===== src/rtl/wb_port_if.sv =====
// Bus bundle for the register-file write-back port arbiter: ALU and load
// producers, the registered write port, and the hazard lookup.
interface wb_port_if #(
    parameter int DATA_W = 32,
    parameter int ADDR_W = 5,
    parameter int DEPTH  = 2
);
    localparam int CNT_W = $clog2(DEPTH + 1);

    logic              alu_valid;
    logic              alu_ready;
    logic [ADDR_W-1:0] alu_addr;
    logic [DATA_W-1:0] alu_data;

    logic              mem_valid;
    logic [ADDR_W-1:0] mem_addr;
    logic [DATA_W-1:0] mem_data;

    logic              rf_we;
    logic [ADDR_W-1:0] rf_waddr;
    logic [DATA_W-1:0] rf_wdata;
    logic              wb_sel;

    logic [ADDR_W-1:0] haz_addr;
    logic              haz_hit;
    logic [CNT_W-1:0]  q_count;

    modport slave (
        input  alu_valid, alu_addr, alu_data,
        input  mem_valid, mem_addr, mem_data,
        input  haz_addr,
        output alu_ready, rf_we, rf_waddr, rf_wdata, wb_sel, haz_hit, q_count
    );

    modport master (
        output alu_valid, alu_addr, alu_data,
        output mem_valid, mem_addr, mem_data,
        output haz_addr,
        input  alu_ready, rf_we, rf_waddr, rf_wdata, wb_sel, haz_hit, q_count
    );
endinterface


===== src/rtl/wb_port_arbiter.sv =====
// Write-back port arbiter: loads always win the single register-file write
// port, stalled ALU results wait in a small in-order queue, and a lookup
// tells the hazard unit whether a register still has a write pending.
module wb_port_arbiter #(
    parameter int DATA_W = 32,
    parameter int ADDR_W = 5,
    parameter int DEPTH  = 2
) (
    input  logic     clk,
    input  logic     rst_n,
    wb_port_if.slave bus
);
    localparam int CNT_W = $clog2(DEPTH + 1);
    localparam int PTR_W = (DEPTH > 1) ? $clog2(DEPTH) : 1;

    localparam logic [1:0] Q_EMPTY = 2'd0;
    localparam logic [1:0] Q_PART  = 2'd1;
    localparam logic [1:0] Q_FULL  = 2'd2;

    logic [ADDR_W-1:0] q_addr [DEPTH];
    logic [DATA_W-1:0] q_data [DEPTH];
    logic [DEPTH-1:0]  slot_vld;
    logic [PTR_W-1:0]  rd_ptr;
    logic [PTR_W-1:0]  wr_ptr;
    logic [CNT_W-1:0]  count;
    logic [1:0]        q_state;

    logic accept;
    logic alu_zero;
    logic grant_q;
    logic grant_byp;
    logic enq;
    logic deq;
    logic q_match;

    // Pointers wrap at DEPTH, which need not be a power of two.
    function automatic logic [PTR_W-1:0] ptr_inc(input logic [PTR_W-1:0] p);
        return (p == PTR_W'(DEPTH - 1)) ? '0 : p + 1'b1;
    endfunction

    // Classify queue occupancy from the registered count.
    always_comb begin
        if (count == '0)
            q_state = Q_EMPTY;
        else if (count == CNT_W'(DEPTH))
            q_state = Q_FULL;
        else
            q_state = Q_PART;
    end

    // Ready depends only on registered occupancy, so a dequeue out of FULL
    // raises it one cycle later. Register-0 ALU results are accepted and dropped.
    assign bus.alu_ready = (q_state != Q_FULL) && rst_n;
    assign accept        = bus.alu_valid && bus.alu_ready;
    assign alu_zero      = (bus.alu_addr == '0);
    assign grant_q       = !bus.mem_valid && (q_state != Q_EMPTY);
    assign grant_byp     = !bus.mem_valid && (q_state == Q_EMPTY) && accept && !alu_zero;
    assign enq           = accept && !alu_zero && !grant_byp;
    assign deq           = grant_q;
    assign bus.q_count   = count;

    // Queue control: pointers, occupancy count and per-slot valid flags.
    always_ff @(posedge clk or negedge rst_n) begin
        if (!rst_n) begin
            rd_ptr   <= '0;
            wr_ptr   <= '0;
            count    <= '0;
            slot_vld <= '0;
        end else begin
            if (deq)
                rd_ptr <= ptr_inc(rd_ptr);
            if (enq)
                wr_ptr <= ptr_inc(wr_ptr);
            if (enq && !deq)
                count <= count + 1'b1;
            else if (deq && !enq)
                count <= count - 1'b1;
            if (deq)
                slot_vld[rd_ptr] <= 1'b0;
            if (enq)
                slot_vld[wr_ptr] <= 1'b1;
        end
    end

    // Queue payload storage; validity is tracked by slot_vld, so no reset.
    always_ff @(posedge clk) begin
        if (enq) begin
            q_addr[wr_ptr] <= bus.alu_addr;
            q_data[wr_ptr] <= bus.alu_data;
        end
    end

    // Registered write port: load first, then queue head, then ALU bypass.
    always_ff @(posedge clk or negedge rst_n) begin
        if (!rst_n) begin
            bus.rf_we    <= 1'b0;
            bus.rf_waddr <= '0;
            bus.rf_wdata <= '0;
            bus.wb_sel   <= 1'b0;
        end else if (bus.mem_valid) begin
            bus.rf_we    <= (bus.mem_addr != '0);
            bus.rf_waddr <= bus.mem_addr;
            bus.rf_wdata <= bus.mem_data;
            bus.wb_sel   <= 1'b1;
        end else if (grant_q) begin
            bus.rf_we    <= 1'b1;
            bus.rf_waddr <= q_addr[rd_ptr];
            bus.rf_wdata <= q_data[rd_ptr];
            bus.wb_sel   <= 1'b0;
        end else if (grant_byp) begin
            bus.rf_we    <= 1'b1;
            bus.rf_waddr <= bus.alu_addr;
            bus.rf_wdata <= bus.alu_data;
            bus.wb_sel   <= 1'b0;
        end else begin
            bus.rf_we    <= 1'b0;
        end
    end

    // Search occupied queue slots for the address under hazard check.
    always_comb begin
        q_match = 1'b0;
        for (int i = 0; i < DEPTH; i++) begin
            if (slot_vld[i] && (q_addr[i] == bus.haz_addr))
                q_match = 1'b1;
        end
    end

    assign bus.haz_hit = (bus.haz_addr != '0) &&
                         (q_match || (bus.rf_we && (bus.rf_waddr == bus.haz_addr)));

endmodule


===== src/flat_wrapper.sv =====
// flat-port wrapper written by rule: the top's interface ports become plain ports
module wb_port_arbiter_flat 
#(
    parameter int DATA_W = 32,
    parameter int ADDR_W = 5,
    parameter int DEPTH  = 2
)
  (clk, rst_n, bus_alu_valid, bus_alu_addr, bus_alu_data, bus_mem_valid, bus_mem_addr, bus_mem_data, bus_haz_addr, bus_alu_ready, bus_rf_we, bus_rf_waddr, bus_rf_wdata, bus_wb_sel, bus_haz_hit, bus_q_count);
  wb_port_if #(.DATA_W(DATA_W), .ADDR_W(ADDR_W), .DEPTH(DEPTH)) bus_i ();
  input  logic clk;
  input  logic rst_n;
  input wire logic [$bits(bus_i.alu_valid)-1:0] bus_alu_valid;
  input wire logic [$bits(bus_i.alu_addr)-1:0] bus_alu_addr;
  input wire logic [$bits(bus_i.alu_data)-1:0] bus_alu_data;
  input wire logic [$bits(bus_i.mem_valid)-1:0] bus_mem_valid;
  input wire logic [$bits(bus_i.mem_addr)-1:0] bus_mem_addr;
  input wire logic [$bits(bus_i.mem_data)-1:0] bus_mem_data;
  input wire logic [$bits(bus_i.haz_addr)-1:0] bus_haz_addr;
  output wire logic [$bits(bus_i.alu_ready)-1:0] bus_alu_ready;
  output wire logic [$bits(bus_i.rf_we)-1:0] bus_rf_we;
  output wire logic [$bits(bus_i.rf_waddr)-1:0] bus_rf_waddr;
  output wire logic [$bits(bus_i.rf_wdata)-1:0] bus_rf_wdata;
  output wire logic [$bits(bus_i.wb_sel)-1:0] bus_wb_sel;
  output wire logic [$bits(bus_i.haz_hit)-1:0] bus_haz_hit;
  output wire logic [$bits(bus_i.q_count)-1:0] bus_q_count;
  assign bus_i.alu_valid = bus_alu_valid;
  assign bus_i.alu_addr = bus_alu_addr;
  assign bus_i.alu_data = bus_alu_data;
  assign bus_i.mem_valid = bus_mem_valid;
  assign bus_i.mem_addr = bus_mem_addr;
  assign bus_i.mem_data = bus_mem_data;
  assign bus_i.haz_addr = bus_haz_addr;
  assign bus_alu_ready = bus_i.alu_ready;
  assign bus_rf_we = bus_i.rf_we;
  assign bus_rf_waddr = bus_i.rf_waddr;
  assign bus_rf_wdata = bus_i.rf_wdata;
  assign bus_wb_sel = bus_i.wb_sel;
  assign bus_haz_hit = bus_i.haz_hit;
  assign bus_q_count = bus_i.q_count;
  wb_port_arbiter #(.DATA_W(DATA_W), .ADDR_W(ADDR_W), .DEPTH(DEPTH)) u_core (.clk(clk), .rst_n(rst_n), .bus(bus_i));
endmodule

===== config.mk =====
export PLATFORM = sky130hd
export DESIGN_NAME = wb_port_arbiter_flat
export DESIGN_NICKNAME = d
export VERILOG_FILES = /design/src/rtl/wb_port_if.sv /design/src/rtl/wb_port_arbiter.sv /design/src/flat_wrapper.sv
export SDC_FILE = /design/constraint.sdc
export NUM_CORES = 1
export LEC_CHECK = 0
export BUFFER_PORTS_ARGS = -buffer_cell sky130_fd_sc_hd__buf_2
export CORE_MARGIN = 5
export CORE_UTILIZATION = 50
export CTS_BUF_LIST = sky130_fd_sc_hd__clkbuf_16
export DETAILED_ROUTE_END_ITERATION = 10
export GPL_TIMING_DRIVEN = 0
export PLACE_DENSITY = 0.73
export SLEW_MARGIN = 20
export SYNTH_ARGS = -nofsm -noshare
export SYNTH_HDL_FRONTEND = slang
export SYNTH_SLANG_ARGS = --single-unit

===== constraint.sdc =====
create_clock -name clk -period 14.8 [get_ports clk]
set_input_delay 0 -clock clk [delete_from_list [all_inputs] [get_ports clk]]
set_output_delay 0 -clock clk [all_outputs]
set_load 0.05 [all_outputs]

# [Word-level counts from Yosys, hierarchy flattened]
# Memory sizes are Yosys's and may differ from the RTL's.
# Cells that the tools add are included.
[word_totals] register_bits=45 ram_bits=74 output_inout_bits=43 elab_cells=84 mem_count=2
[classes] n_addsub=4 n_lt_le_gt_ge=4 eq_ne=5 muxes=28 bitwise_logic=3 reduce_logical=30
[mem_list] name="u_core.q_data" depth=2 word_bits=32 read_ports=1 rd_ports_with_merged_regs=0 wr=1 line_no="wb_port_arbiter.sv:21" rtl="logic [DATA_W-1:0] q_data [DEPTH];"
[mem_list] name="u_core.q_addr" depth=2 word_bits=5 read_ports=3 rd_ports_with_merged_regs=0 wr=1 line_no="wb_port_arbiter.sv:20" rtl="logic [ADDR_W-1:0] q_addr [DEPTH];"
[op_table] op="32-bit 2-to-1 mux" count=3
[op_table] op="1-bit logical AND" count=16
[op_table] op="5-bit == test" count=3
[op_table] op="5-bit 2-to-1 mux" count=3
[op_table] op="1-bit 2-to-1 mux" count=14
[op_table] op="2-bit 2-to-1 mux" count=6
[op_table] op="5-bit nonzero test" count=2
[op_table] op="1-bit zero test" count=5
[op_table] op="5-bit zero test" count=1
[op_table] op="2-bit zero test" count=2
[op_table] op="1-bit by 2-bit less-than comparator with 1-bit output (second input constant)" count=2
[op_table] op="2-bit nonzero test" count=2
[op_table] op="3-bit nonzero test" count=1
[op_table] op="1-bit adder (second input constant)" count=2
[op_table] op="2-bit by 1-bit adder with 2-bit output (second input constant)" count=1
[op_table] op="2-bit AND" count=1
[op_table] op="1-bit demux with 1-bit select" count=2
[op_table] op="2-bit == test (second input constant)" count=1
[op_table] op="1-bit greater-or-equal comparator (second input constant)" count=2
[op_table] op="2-bit inequality test (second input constant)" count=1
[op_table] op="2-bit NOT" count=1
[op_table] op="2-bit OR" count=1
[op_table] op="2-bit by 1-bit subtractor with 2-bit output (second input constant)" count=1
[op_table] op="1-bit logical OR" count=1

# [Depth between registers and ports, before layout]
# Gate-level depths: netlist of run 1.
[depth] ltp_word=14 ltp_mapped=9

# [Worst setup path after synthesis of run 1]
# Ideal clock, no wire load.
[synth_timing] path_type="register -> register" start="reg u_core.count[0], in the netlist u_core.bus.q_count[0]" end="mem u_core.q_addr[0][0] (enable)" setup_ns=0.527 t_arrival_ns=4.690 required_time_ns=14.273 path_slack_ns=9.583 path_stages_with_launch=4 path_buffers=0 period_less_slack_ns=5.217 cell_sequence="dfrtp_1 or2_2 nor2_1 nor4_1"
[synth_via] elab_chain_cells=12 elab_cells_between_ends=16
[synth_lines] element="start, declared" line_no="wb_port_arbiter.sv:25" rtl="logic [CNT_W-1:0] count;"
[synth_lines] element="start signal, assigned" line_no="wb_port_arbiter.sv:75" rtl="count <= count + 1'b1;"
[synth_lines] element="start signal, assigned" line_no="wb_port_arbiter.sv:77" rtl="count <= count - 1'b1;"
[synth_lines] element="2-bit == test" line_no="wb_port_arbiter.sv:45" rtl="else if (count == CNT_W'(DEPTH))"
[synth_lines] element="2-bit 2-to-1 mux" line_no="wb_port_arbiter.sv:45"
[synth_lines] element="2-bit 2-to-1 mux (*)" line_no="wb_port_arbiter.sv:43" rtl="if (count == '0)"
[synth_lines] element="2-bit inequality test" line_no="wb_port_arbiter.sv:53" rtl="assign bus.alu_ready = (q_state != Q_FULL) && rst_n;"
[synth_lines] element="1-bit logical AND" line_no="wb_port_arbiter.sv:53"
[synth_lines] element="1-bit logical AND" line_no="wb_port_arbiter.sv:54" rtl="assign accept = bus.alu_valid && bus.alu_ready;"
[synth_lines] element="1-bit logical AND (2 in a row)" line_no="wb_port_arbiter.sv:57" rtl="assign grant_byp = !bus.mem_valid && (q_state == Q_EMPTY) && accept && !alu_zero;"
[synth_lines] element="1-bit zero test" line_no="wb_port_arbiter.sv:58" rtl="assign enq = accept && !alu_zero && !grant_byp;"
[synth_lines] element="1-bit logical AND (*)" line_no="wb_port_arbiter.sv:58"
[synth_lines] element="1-bit 2-to-1 mux (*)" line_no="wb_port_arbiter.sv:87" rtl="if (enq) begin"
[synth_lines] element="1-bit 2-to-1 mux (implied by the code) (*)" line_no="wb_port_arbiter.sv:88" rtl="q_addr[wr_ptr] <= bus.alu_addr;"
[synth_lines] element="end, declared" line_no="wb_port_arbiter.sv:20"
# Every way passes the cells marked *; elsewhere a longest branch is shown, timed or not.

# [Worst setup path in the final report of run 1]
[layout_timing] start="in rst_n" end="mem u_core.q_data[0][25] (enable)"
[layout_via] elab_chain_cells=8 elab_cells_between_ends=9
[layout_lines] element="start, declared" line_no="flat_wrapper.sv:11" rtl="input logic rst_n;"
[layout_lines] element="1-bit logical AND (*)" line_no="wb_port_arbiter.sv:53"
[layout_lines] element="1-bit logical AND (*)" line_no="wb_port_arbiter.sv:54"
[layout_lines] element="1-bit logical AND (2 in a row)" line_no="wb_port_arbiter.sv:57"
[layout_lines] element="1-bit zero test" line_no="wb_port_arbiter.sv:58"
[layout_lines] element="1-bit logical AND (*)" line_no="wb_port_arbiter.sv:58"
[layout_lines] element="1-bit 2-to-1 mux (*)" line_no="wb_port_arbiter.sv:87"
[layout_lines] element="1-bit 2-to-1 mux (implied by the code) (*)" line_no="wb_port_arbiter.sv:89" rtl="q_data[wr_ptr] <= bus.alu_data;"
[layout_lines] element="end, declared" line_no="wb_port_arbiter.sv:21"
# Marks and branches as above.

==> results of run 1 <==
## worst min path at each step
stage | end | slack (ns) | cells after the start
detailed placement | u_core.q_data[0][31]$_DFFE_PP_ | 0.21 | 1
global placement | u_core.q_data[0][16]$_DFFE_PP_ | 0.21 | 1
floorplan | u_core.bus.q_count[0]$_DFFE_PN0P_ | -0.30 | 0
finish | u_core.bus.rf_waddr[0]$_DFFE_PN0P_ | 0.18 | 2
global route | u_core.q_data[0][30]$_DFFE_PP_ | 0.20 | 3
CTS | u_core.q_data[0][30]$_DFFE_PP_ | 0.17 | 3
## layout by cell type (no fill, tap or decap), types with 2 or more instances in the layout
master,count
a211oi_1,37
buf_1,4
buf_2,129
buf_4,4
buf_6,2
bufinv_16,5
clkbuf_1,20
clkbuf_16,17
clkinv_1,5
clkinv_2,3
dfrtp_1,45
dlygate4sd3_1,76
edfxtp_1,74
inv_1,5
mux2_2,29
mux2_4,8
nand2_1,39
nor2_1,42
nor2b_1,37
nor4_1,3
o31ai_1,37
xnor2_1,5
xor2_1,14
## per-stage QoR
stage	util, %	power (uW)
after global routing	73.11	1579
after detailed placement	59.86	1068
after floorplan	-	904.0
after global placement	59.23	1051
after CTS	73.08	1516
final	73.11	1510
## registers in the layout, summed over array words and instances (netlist names)
name	flops
u_core.wr_ptr	1
u_core.q_addr	10
u_core.rd_ptr	1
u_core.slot_vld	2
u_core.q_data	64
u_core.bus.rf_waddr	5
u_core.bus.rf_wdata	32
u_core.bus.q_count	2
u_core.bus.rf_we	1
u_core.bus.wb_sel	1
## cell families after synthesis
family          Yosys count  share of synthesized area, %
simple gates            132                         11.82
xor+xnor                 19                         3.094
flops                   119                         62.25
compound gates           84                         11.72
buf+inv                  32                         2.582
fa+ha+maj                 1                        0.2326
mux                      37                         8.304
## power breakdown
group          leakage, uW  internal [uW]  switching [uW]  total, uW
sequential         0.00121            438            42.2        480
clock             0.000310            293             135        428
combinational      0.00163            191             411        602
## per-layer routing
metal,part of all wire [%],vias to the layer above
met5,0,-
met4,1.6,0
met3,7.5,20
met2,49,172
met1,41,2021
li1,-,2015
## cell type report
class / instances / area (um^2)
repair buffers: 207 / 1441
fillers: 690 / 2801
inverters: 3 / 11.26
clock buffers: 17 / 425.4
flip-flops and latches: 119 / 3348
plain buffers: 29 / 127.6
multi-input cells: 273 / 1899
clock inverters: 15 / 191.4
well taps: 136 / 170.2
## synthesized netlist by cell type, drive strengths merged
library cell / instances
a22o: 1
a32oi: 1
buf: 9
nand2: 39
or4b: 1
a211oi: 37
nand3: 1
o21a: 1
clkbuf: 20
o211ai: 1
o21bai: 1
edfxtp: 74
nor4: 4
a21o: 1
a21oi: 1
or4: 2
o31ai: 37
and2: 2
or2: 1
ha: 1
nor2b: 37
nor3: 1
nor2: 43
o31a: 1
inv: 3
or3: 1
xnor2: 5
mux2: 37
xor2: 14
o21ai: 2
dfrtp: 45
## timing repair
| item | 4_1_cts | 5_1_grt |
|---|---|---|
| setup buffers | 0 | 0 |
| hold buffers | 76 | 0 |
| hold endpoints to repair | 157 | 0 |
==> impl_results.md, run 1 <==
- GRT overflow: 0
- Die width: 113.7 um
- Area Growth Syn to Fin: 41.57%
- FF+latch count, synth: 119
- Skew-Pair Late Insertion Delay: 0.40 ns
- Die Ht: 113.7 um
- Top cell type's share of synthesized area: 41.31%
- Slew @ Worst Pin: 0.7300 ns
- Worst flop-to-flop path endpoint: u_core.q_data[0][25]$_DFFE_PP_
- Worst hold slack: 0.1785 ns
- Largest area contributor in the netlist: edfxtp_1
- RePlAce Congestion: 0.8455
- DP Area: 6235 um^2
- Critical path's top delay family: buffers and inverters
- Mapped Area: 5379 um^2
- Vias per cell: 5.292
- Critical path required time: 14.91 ns
- Initial Utilization: 51.64%
- Nets: 734
- Met3 Usage GRT: 6.048%
- Slowest cell on crit path: nor4_2
- RSZ-0062 raised after global routing: no
- CP bufs+invs: 5
- Type of element launching the critical path: primary input
- Mapped Nets: 508
- Synth area leaders: edfxtp_1 41%, dfrtp_1 21%, mux2_2 6.1%
- Post-cts gate resize count: 0
- Met1 usage: 30.03%
- Critical-path maximum fanout: 47
- Hold Vio Cnt, Final: 0
- Critical path class: primary input to flop
- Crit end category: flop
- Worst VDD drop: 0.09416 mV
- Final Setup Violations: 0
- CP Capture Point: u_core.q_data[0][25]$_DFFE_PP_
- Clock Path Buffers: 2
- Design Area, Final: 7615 um^2
- Slew Limit Headroom: 50.93%
- DRT iter0 DRCs: 237
- Root buffer cell: clkbuf_16
- GR peak layer: met2
- CTS H-Tree Depth: 4
- CP dominant cell by count: buf_4
- Crit. path cell count: 7
- CTS tree: built
- Final WL: 14,670 um
- Reg2reg start: u_core.bus.q_count[0]$_DFFE_PN0P_
- DPL Wire Length: 9433 um
- Skew final: 0.008234 ns
- Reg2Reg Setup Slack: 12.53 ns
- Clock sinks: 119
- HP Class: primary input to asynchronous set/reset pin
- CP max stage delay: 0.61 ns
- Fin Setup TNS: 0 ns
- Residual DRC count: 0
- Yosys cell types: 37
- Diodes inserted: 0
- Gate Count Post-Synth: 424
- Slew Limit Fails: 0
- Boundary Pins: 126
- Placed cell count: 691
- Pre-CTS WS: 11.90 ns
- PnR worst setup slack: 12.28 ns
- Beginning of the critical path: rst_n
- Worst EP arrival: 2.63 ns
- Sequential share of the synthesized area: 62.25%
- Core area: 10,420 um^2
- Clock-pin slew on the worst setup and hold paths: 0.05 ns
- Total GRT Usage: 23.65%
- Largest net degree at the start of global routing: 48
- Initial antenna violation count: 0
- Global-route wire length before repair: 23,430 um
- Layout cells sized above 1: 30.92%
- Rows: 37
- Maxcap violations: 0
- Vias in the first global route: 4,564
- Routed via count: 4,228
- Num CTS Buffers: 17
- First drt pass iteration count: 5
- Ys Warns: 0
- Max Clock Freq: 0.3976 GHz
- Met2 Resource Use GR: 40.05%
- Post-DRT Antenna Nets: 0
- Worst-path cell chain: dlygate4sd3_1, buf_4, o211ai_1, nor4_2, buf_4, buf_4, buf_4
- Min Tclk post-route: 2.515 ns
- Fin crit share: 17.00%
- Syn_area_per_cell: 12.69 um^2
- Static leakage: 0.003153 uW
- Buffers added on ports: 124
- Final Non-Filler Cells: 799
- Cell Pwr Density: 198.3 nW/um^2
- Wirelength per Cell: 18.36 um
- Status: finished, final reports clean
- Total die area: 12,930 um^2
- FF-to-FF path depth: 6
Note: power is estimated with default switching activity, not from simulation.
==> run 2: changes to the inputs <==
- CORE_UTILIZATION: 50 -> 49
- PLACE_DENSITY: 0.73 -> 0.75
- clock period: 14.8 -> 2.3 ns (I/O delays scaled with it)
==> run 2 against run 1 <==
  * First-iteration DRC count rose by 3.8%
  * Total power rose to 6.4 times the previous value
  * Core utilization fell by 2.5 points
  * Clock power rose to 6.2 times the previous value
  * Critical path type unchanged
  * Largest power group unchanged
==> impl_results.md, run 2 (synthesized netlist as in run 1, its figures left out) <==
- Biggest regs: u_core.q_data x64, u_core.bus.rf_wdata x32, u_core.q_addr x10
- Maxcap violations: 0 (unchanged)
- Buffers added on ports: 124 (unchanged)
- Max Clock Freq: 0.4456 GHz
- First drt pass iteration count: 5 (unchanged)
- Root buffer cell: clkbuf_16
- Hold Vio Cnt, Final: 0 (unchanged)
- HP Class: primary input to asynchronous set/reset pin
- Final Setup Violations: 0 (unchanged)
- Slew @ Worst Pin: 0.6676 ns (-0.06238 ns)
- Max reg flops: 64 (unchanged)
- Initial antenna violation count: 0 (unchanged)
- Fill count: 717 (+3.9%)
- Fin crit share: 97.57%
- Register area: 3351 um^2 (about the same)
- Slew Limit Fails: 0 (unchanged)
- Cell Pwr Density: 1261 nW/um^2 (+540%)
- Vias per cell: 5.282 (-0.19%)
- Static leakage: 0.003141 uW (-0.37%)
- Skew-Pair Late Insertion Delay: 0.40 ns (about the same)
- Nets: 731 (-0.41%)
- Wirelength per Cell: 17.63 um (-3.9%)
- Type of element launching the critical path: primary input
- Die Ht: 114.8 um (+0.92%)
- Most frequent cells in the layout: 126 x buf_2, 76 x dlygate4sd3_1, 74 x edfxtp_1, 43 x dfrtp_1, 41 x nor2_1
- Vias in the first global route: 4,516 (-1.1%)
- Largest reg by FF count: u_core.q_data
- Worst hold slack: 0.1560 ns (-0.02252 ns)
- Num CTS Buffers: 17 (unchanged)
- Min Tclk post-route: 2.244 ns
- Boundary Pins: 126 (unchanged)
- Setup bufs post-CTS: 0 (unchanged)
- Rows: 38 (+2.7%)
- Worst EP arrival: 2.53 ns (-0.10 ns)
- Reg2Reg Setup Slack: 0.10 ns (-12.43 ns)
- Layout cells sized above 1: 31.36% (+0.44 points)
- Final WL: 14,140 um (-3.6%)
- CTS H-Tree Depth: 4 (unchanged)
- Clock sinks: 119 (unchanged)
- CTS tree: built
- Slew Limit Headroom: 55.49% (+4.6 points)
- Clock Path Buffers: 2 (unchanged)
- Residual DRC count: 0 (unchanged)
- Critical path class: primary input to flop
- Status: finished, final reports clean
- Post-DRT Antenna Nets: 0 (unchanged)
- Total die area: 13,170 um^2 (+1.9%)
- Largest net degree at the start of global routing: 46 (-4.2%)
- Clock-pin slew on the worst setup and hold paths: 0.05 ns (about the same)
- RSZ-0062 raised after global routing: no
- Initial Utilization: 49.84% (-1.8 points)
- Commonest non-fill, non-tap cell in the layout: buf_2
- Worst VDD drop: 0.8209 mV (+770%)
- Skew final: 0.006271 ns (-0.001963 ns)
- Area Growth Syn to Fin: 41.71% (about the same)
- Global-route wire length before repair: 22,830 um (-2.5%)
- Final Non-Filler Cells: 802 (+0.38%)
- DPL Wire Length: 9133 um (-3.2%)
- Core area: 10,790 um^2 (+3.6%)
- Routed via count: 4,236 (+0.19%)
- Area of the multi-input gates: 1914 um^2 (+0.79%)
- Die width: 114.8 um (+0.92%)
- Placed cell count: 691 (unchanged)
- Fin Setup TNS: 0 ns (unchanged)
- Crit end category: flop
- DRT iter0 DRCs: 246 (+3.8%)
- Critical-path maximum fanout: 10 (-79%)
- Total GRT Usage: 22.63% (-1.0 points)
- GRT overflow: 0 (unchanged)
- Critical path required time: 2.58 ns (-12.33 ns)
- RePlAce Congestion: 0.7943 (-6.1%)
==> run 2: cell types whose count changed in the layout (fill, tap and decap cells not counted), moves of 2 or more <==
cell and change:
buf_2 -3, buf_4 -2, buf_6 +2, clkinv_1 -4, clkinv_2 +2, dfrtp_1 -2
dfrtp_2 +2, diode_2 +2, inv_1 +2
==> run 2: per-layer routing <==
metal / track usage, % / wire, um / part of all wire, %
met1: 28.71 / 5984 / 42
met4: 7.668 / 201 / 1.4
met2: 39.00 / 7173 / 51
met3: 4.526 / 781 / 5.5
met5: 0 / 0 / 0
==> run 2: cell type report <==
type / instances / share of cell area [%]
well taps: 140 / 2.298
repair buffers: 204 / 18.91
clock inverters: 15 / 2.249
multi-input cells: 273 / 25.11
diodes: 2 / 0.06566
flip-flops and latches: 119 / 43.96
inverters: 3 / 0.1477
clock buffers: 17 / 5.581
plain buffers: 29 / 1.674
==> run 2: report_power, final <==
| part | internal (uW) | total, uW | switching [uW] | leakage (uW) |
|---|---|---|---|---|
| sequential | 2820 | 3100 | 282 | 0.00121 |
| clock | 1780 | 2660 | 879 | 0.000309 |
| combinational | 1230 | 3850 | 2620 | 0.00162 |
==> run 2: metrics by stage <==
stage	instance area [um^2]	setup slack (ns)	total power (uW)	util [%]
finish	7622	0.05582	9611	70.62
CTS	7617	0.1130	9641	70.58
floorplan	5403	-0.2143	5833	-
detailed placement	6228	-0.7975	6861	57.71
global route	7617	0.004108	10060	70.58
global placement	6198	-1.332	6785	57.43
==> run 2: timing repair <==
| item | 4_1_cts | 5_1_grt |
|---|---|---|
| resized for setup | 2 | 0 |
| setup endpoints to repair | 37 | 0 |
| endpoints found under the hold margin | 157 | 0 |
| hold buffers | 77 | 0 |
==> run 2: path summary, 6_finish.rpt <==
| kind | endpoint | cells after the start | startpoint |
|---|---|---|---|
| max | u_core.bus.rf_we$_DFF_PN0_ | 9 | bus_alu_addr[2] |
| max reg2reg | u_core.q_data[1][29]$_DFFE_PP_ | 4 | u_core.bus.q_count[1]$_DFFE_PN0P_ |
| min | u_core.bus.rf_wdata[3]$_DFFE_PN0P_ | 3 | rst_n |
| max in group asynchronous | u_core.bus.q_count[1]$_DFFE_PN0P_ | 3 | rst_n |
| min in group clk | u_core.q_data[0][26]$_DFFE_PP_ | 3 | bus_alu_valid |
| min reg2reg | u_core.bus.rf_wdata[10]$_DFFE_PN0P_ | 1 | u_core.bus.rf_wdata[10]$_DFFE_PN0P_ |
==> run 2: critical path, stage by stage <==
cell           delay [ns]
dlygate4sd3_1        0.54
buf_2                0.15
or4_4                0.55
nor2_4               0.16
o21ai_2              0.11
buf_6                0.17
buf_6                0.17
o31a_1               0.11
dlygate4sd3_1        0.55
==> run 3: changes to the inputs <==
--- a/constraint.sdc
+++ b/constraint.sdc
@@ -3,2 +3,2 @@
 set_output_delay 0 -clock clk [all_outputs]
-set_load 0.05 [all_outputs]
+set_load 0.01 [all_outputs]
==> run 3 against run 2 <==
  * Critical path depth unchanged
  * Global-route usage up 1.1 points
  * Combinational power down 26%
  * Critical path type unchanged
==> impl_results.md, run 3 (synthesized netlist as in run 1, its figures left out) <==
- Worst EP arrival: 2.53 ns (about the same)
- DRT iter0 DRCs: 256 (+4.1%)
- Skew-Pair Late Insertion Delay: 0.41 ns (about the same)
- PnR worst setup slack: 0.06010 ns (+0.004275 ns)
- Worst flop-to-flop path endpoint: u_core.bus.rf_we$_DFF_PN0_
- Slew @ Worst Pin: 0.6534 ns (-0.01420 ns)
- Layout cells sized above 1: 31.32% (-0.047 points)
- Vias per cell: 5.367 (+1.6%)
- Die width: 114.8 um (unchanged)
- Largest net degree at the start of global routing: 46 (unchanged)
- Clock-pin slew on the worst setup and hold paths: 0.06 ns (about the same)
- Fin crit share: 97.39% (-0.19 points)
- Reg2reg start: u_core.bus.q_count[0]$_DFFE_PN0P_
- Status: finished, final reports clean
- Slew Limit Fails: 0 (unchanged)
- Hold Vio Cnt, Final: 0 (unchanged)
- Routed via count: 4,304 (+1.6%)
- Static leakage: 0.003118 uW (-0.74%)
- RePlAce Congestion: 0.8146 (+2.6%)
- Worst hold slack: 0.1406 ns (-0.01537 ns)
- Slowest cell on crit path: dlygate4sd3_1
- Reg2Reg Setup Slack: 0.11 ns (about the same)
- Fill count: 722 (+0.70%)
- Initial antenna violation count: 0 (unchanged)
- Commonest non-fill, non-tap cell in the layout: buf_2
- Residual DRC count: 0 (unchanged)
- Nets: 732 (+0.14%)
- Clock Path Buffers: 2 (unchanged)
- Buffers added on ports: 124 (unchanged)
- Total die area: 13,170 um^2 (unchanged)
- Max reg flops: 64 (unchanged)
- Final WL: 14,690 um (+3.9%)
- Sw power: 2816 uW (-25%)
- Num CTS Buffers: 17 (unchanged)
- Cell Pwr Density: 1111 nW/um^2 (-12%)
- Clk network pwr share: 29.1% (+1.4 points)
- Post-DRT Antenna Nets: 0 (unchanged)
- Crit end category: flop
- Switch share: 33.41% (-5.9 points)
- Comb pwr share: 34.0% (-6.1 points)
- Slew Limit Headroom: 56.44% (+0.95 points)
- Global-route wire length before repair: 23,760 um (+4.1%)
- Biggest regs: u_core.q_data x64, u_core.bus.rf_wdata x32, u_core.q_addr x10
- Final Setup Violations: 0 (unchanged)
- Max Clock Freq: 0.4464 GHz (+0.19%)
- Total GRT Usage: 23.70% (+1.1 points)
- Seq pwr share: 37.0% (+4.7 points)
- Root buffer cell: clkbuf_16
- Initial Utilization: 49.84% (unchanged)
- Clock sinks: 119 (unchanged)
- GRT overflow: 0 (unchanged)
- Final Power: 8428 uW (-12%)
- Most frequent cells in the layout: 126 x buf_2, 76 x dlygate4sd3_1, 74 x edfxtp_1, 44 x dfrtp_1, 41 x nor2_1
- Core area: 10,790 um^2 (unchanged)
- Min Tclk post-route: 2.240 ns (-0.004275 ns)
- RSZ-0062 raised after global routing: no
- Worst VDD drop: 0.6003 mV (-27%)
- CTS tree: built
- Skew final: 0.01149 ns (+0.005214 ns)
- Type of element launching the critical path: primary input
- FF-to-FF path depth: 7 (+3)
- Largest reg by FF count: u_core.q_data
- Area Growth Syn to Fin: 41.01%
- Die Ht: 114.8 um (unchanged)
- Critical path required time: 2.59 ns (about the same)
- Critical-path maximum fanout: 10 (unchanged)
- Critical path class: primary input to flop
- CTS H-Tree Depth: 4 (unchanged)
- Wirelength per Cell: 18.32 um (+3.9%)
- Setup bufs post-CTS: 0 (unchanged)
- CP max stage delay: 0.55 ns (about the same)
- Maxcap violations: 0 (unchanged)
- Worst-path cell chain: dlygate4sd3_1, buf_2, or4_4, nor2_4, o21ai_2, buf_6, buf_6, o31a_1, dlygate4sd3_1
- Pre-CTS WS: -0.8149 ns (-0.01738 ns)
- Internal power: 5612 uW (-3.8%)
- DPL Wire Length: 9307 um (+1.9%)
- Area of the multi-input gates: 1914 um^2 (unchanged)
- Rows: 38 (unchanged)
- Util after Layout: 70.28% (-0.35 points)
- Register area: 3349 um^2 (about the same)
- Boundary Pins: 126 (unchanged)
- Vias in the first global route: 4,733 (+4.8%)
- First drt pass iteration count: 5 (unchanged)
- HP Class: primary input to asynchronous set/reset pin
run 3: final cells by class:
class	count	area share [%]
well taps	140	2.309
inverters	3	0.1485
clock inverters	15	1.617
repair buffers	205	19.20
plain buffers	29	1.683
diodes	1	0.03299
clock buffers	17	5.609
multi-input cells	273	25.24
flip-flops and latches	119	44.16
run 3: stage by stage:
step                      cells  TNS [ns]  instance area (um^2)
after CTS                   801         0                  7582
after detailed placement    692    -43.64                  6242
after global placement      688    -82.15                  6197
after floorplan             424    -1.447                  5401
final                       802         0                  7585
after global routing        801         0                  7582
run 3: power groups by stage:
| stage | registers (uW) | logic [uW] | clock network [uW] |
|---|---|---|---|
| 2_1_floorplan | 3250 | 1590 | 0 |
| 3_5_place_dp | 3140 | 2730 | 0 |
| 6_report | 3120 | 2860 | 2450 |
| 5_1_grt | 3180 | 3130 | 2580 |
| 4_1_cts | 3100 | 2880 | 2470 |
| 3_3_place_gp | 3120 | 2630 | 0 |
run 3: worst max-delay path: cells and delay by family:
| family | cells | cell delay (ns) |
|---|---|---|
| buf+inv | 5 | 1.60 |
| simple gates | 2 | 0.70 |
| compound gates | 2 | 0.22 |
run 3: timing repair:
| action | 4_1_cts | 5_1_grt |
|---|---|---|
| gates resized for setup | 2 | 0 |
| hold buffers | 77 | 0 |
| setup endpoints to repair | 37 | 0 |
| hold endpoints to repair | 157 | 0 |
run 3: routing by layer:
layer	routed length (um)	vias to the layer above	share of wire, %	global-route usage [%]
li1	-	2012	-	-
met1	5881	2100	40	29.27
met2	7470	164	51	39.70
met3	1020	28	6.9	5.474
met4	319	0	2.2	11.11
met5	0	-	0	0
run 3: worst max-delay path by stage:
| stage | start | to | cells past startpoint |
|---|---|---|---|
| floorplan | u_core.bus.q_count[1]$_DFFE_PN0P_ | u_core.q_addr[0][0]$_DFFE_PP_ | 3 |
| detailed placement | rst_n | u_core.q_data[1][5]$_DFFE_PP_ | 4 |
| finish | bus_alu_addr[2] | u_core.bus.rf_we$_DFF_PN0_ | 9 |
| global route | u_core.bus.q_count[0]$_DFFE_PN0P_ | u_core.bus.rf_we$_DFF_PN0_ | 7 |
| global placement | rst_n | u_core.q_data[0][12]$_DFFE_PP_ | 3 |
| CTS | bus_alu_addr[2] | u_core.bus.rf_we$_DFF_PN0_ | 9 |
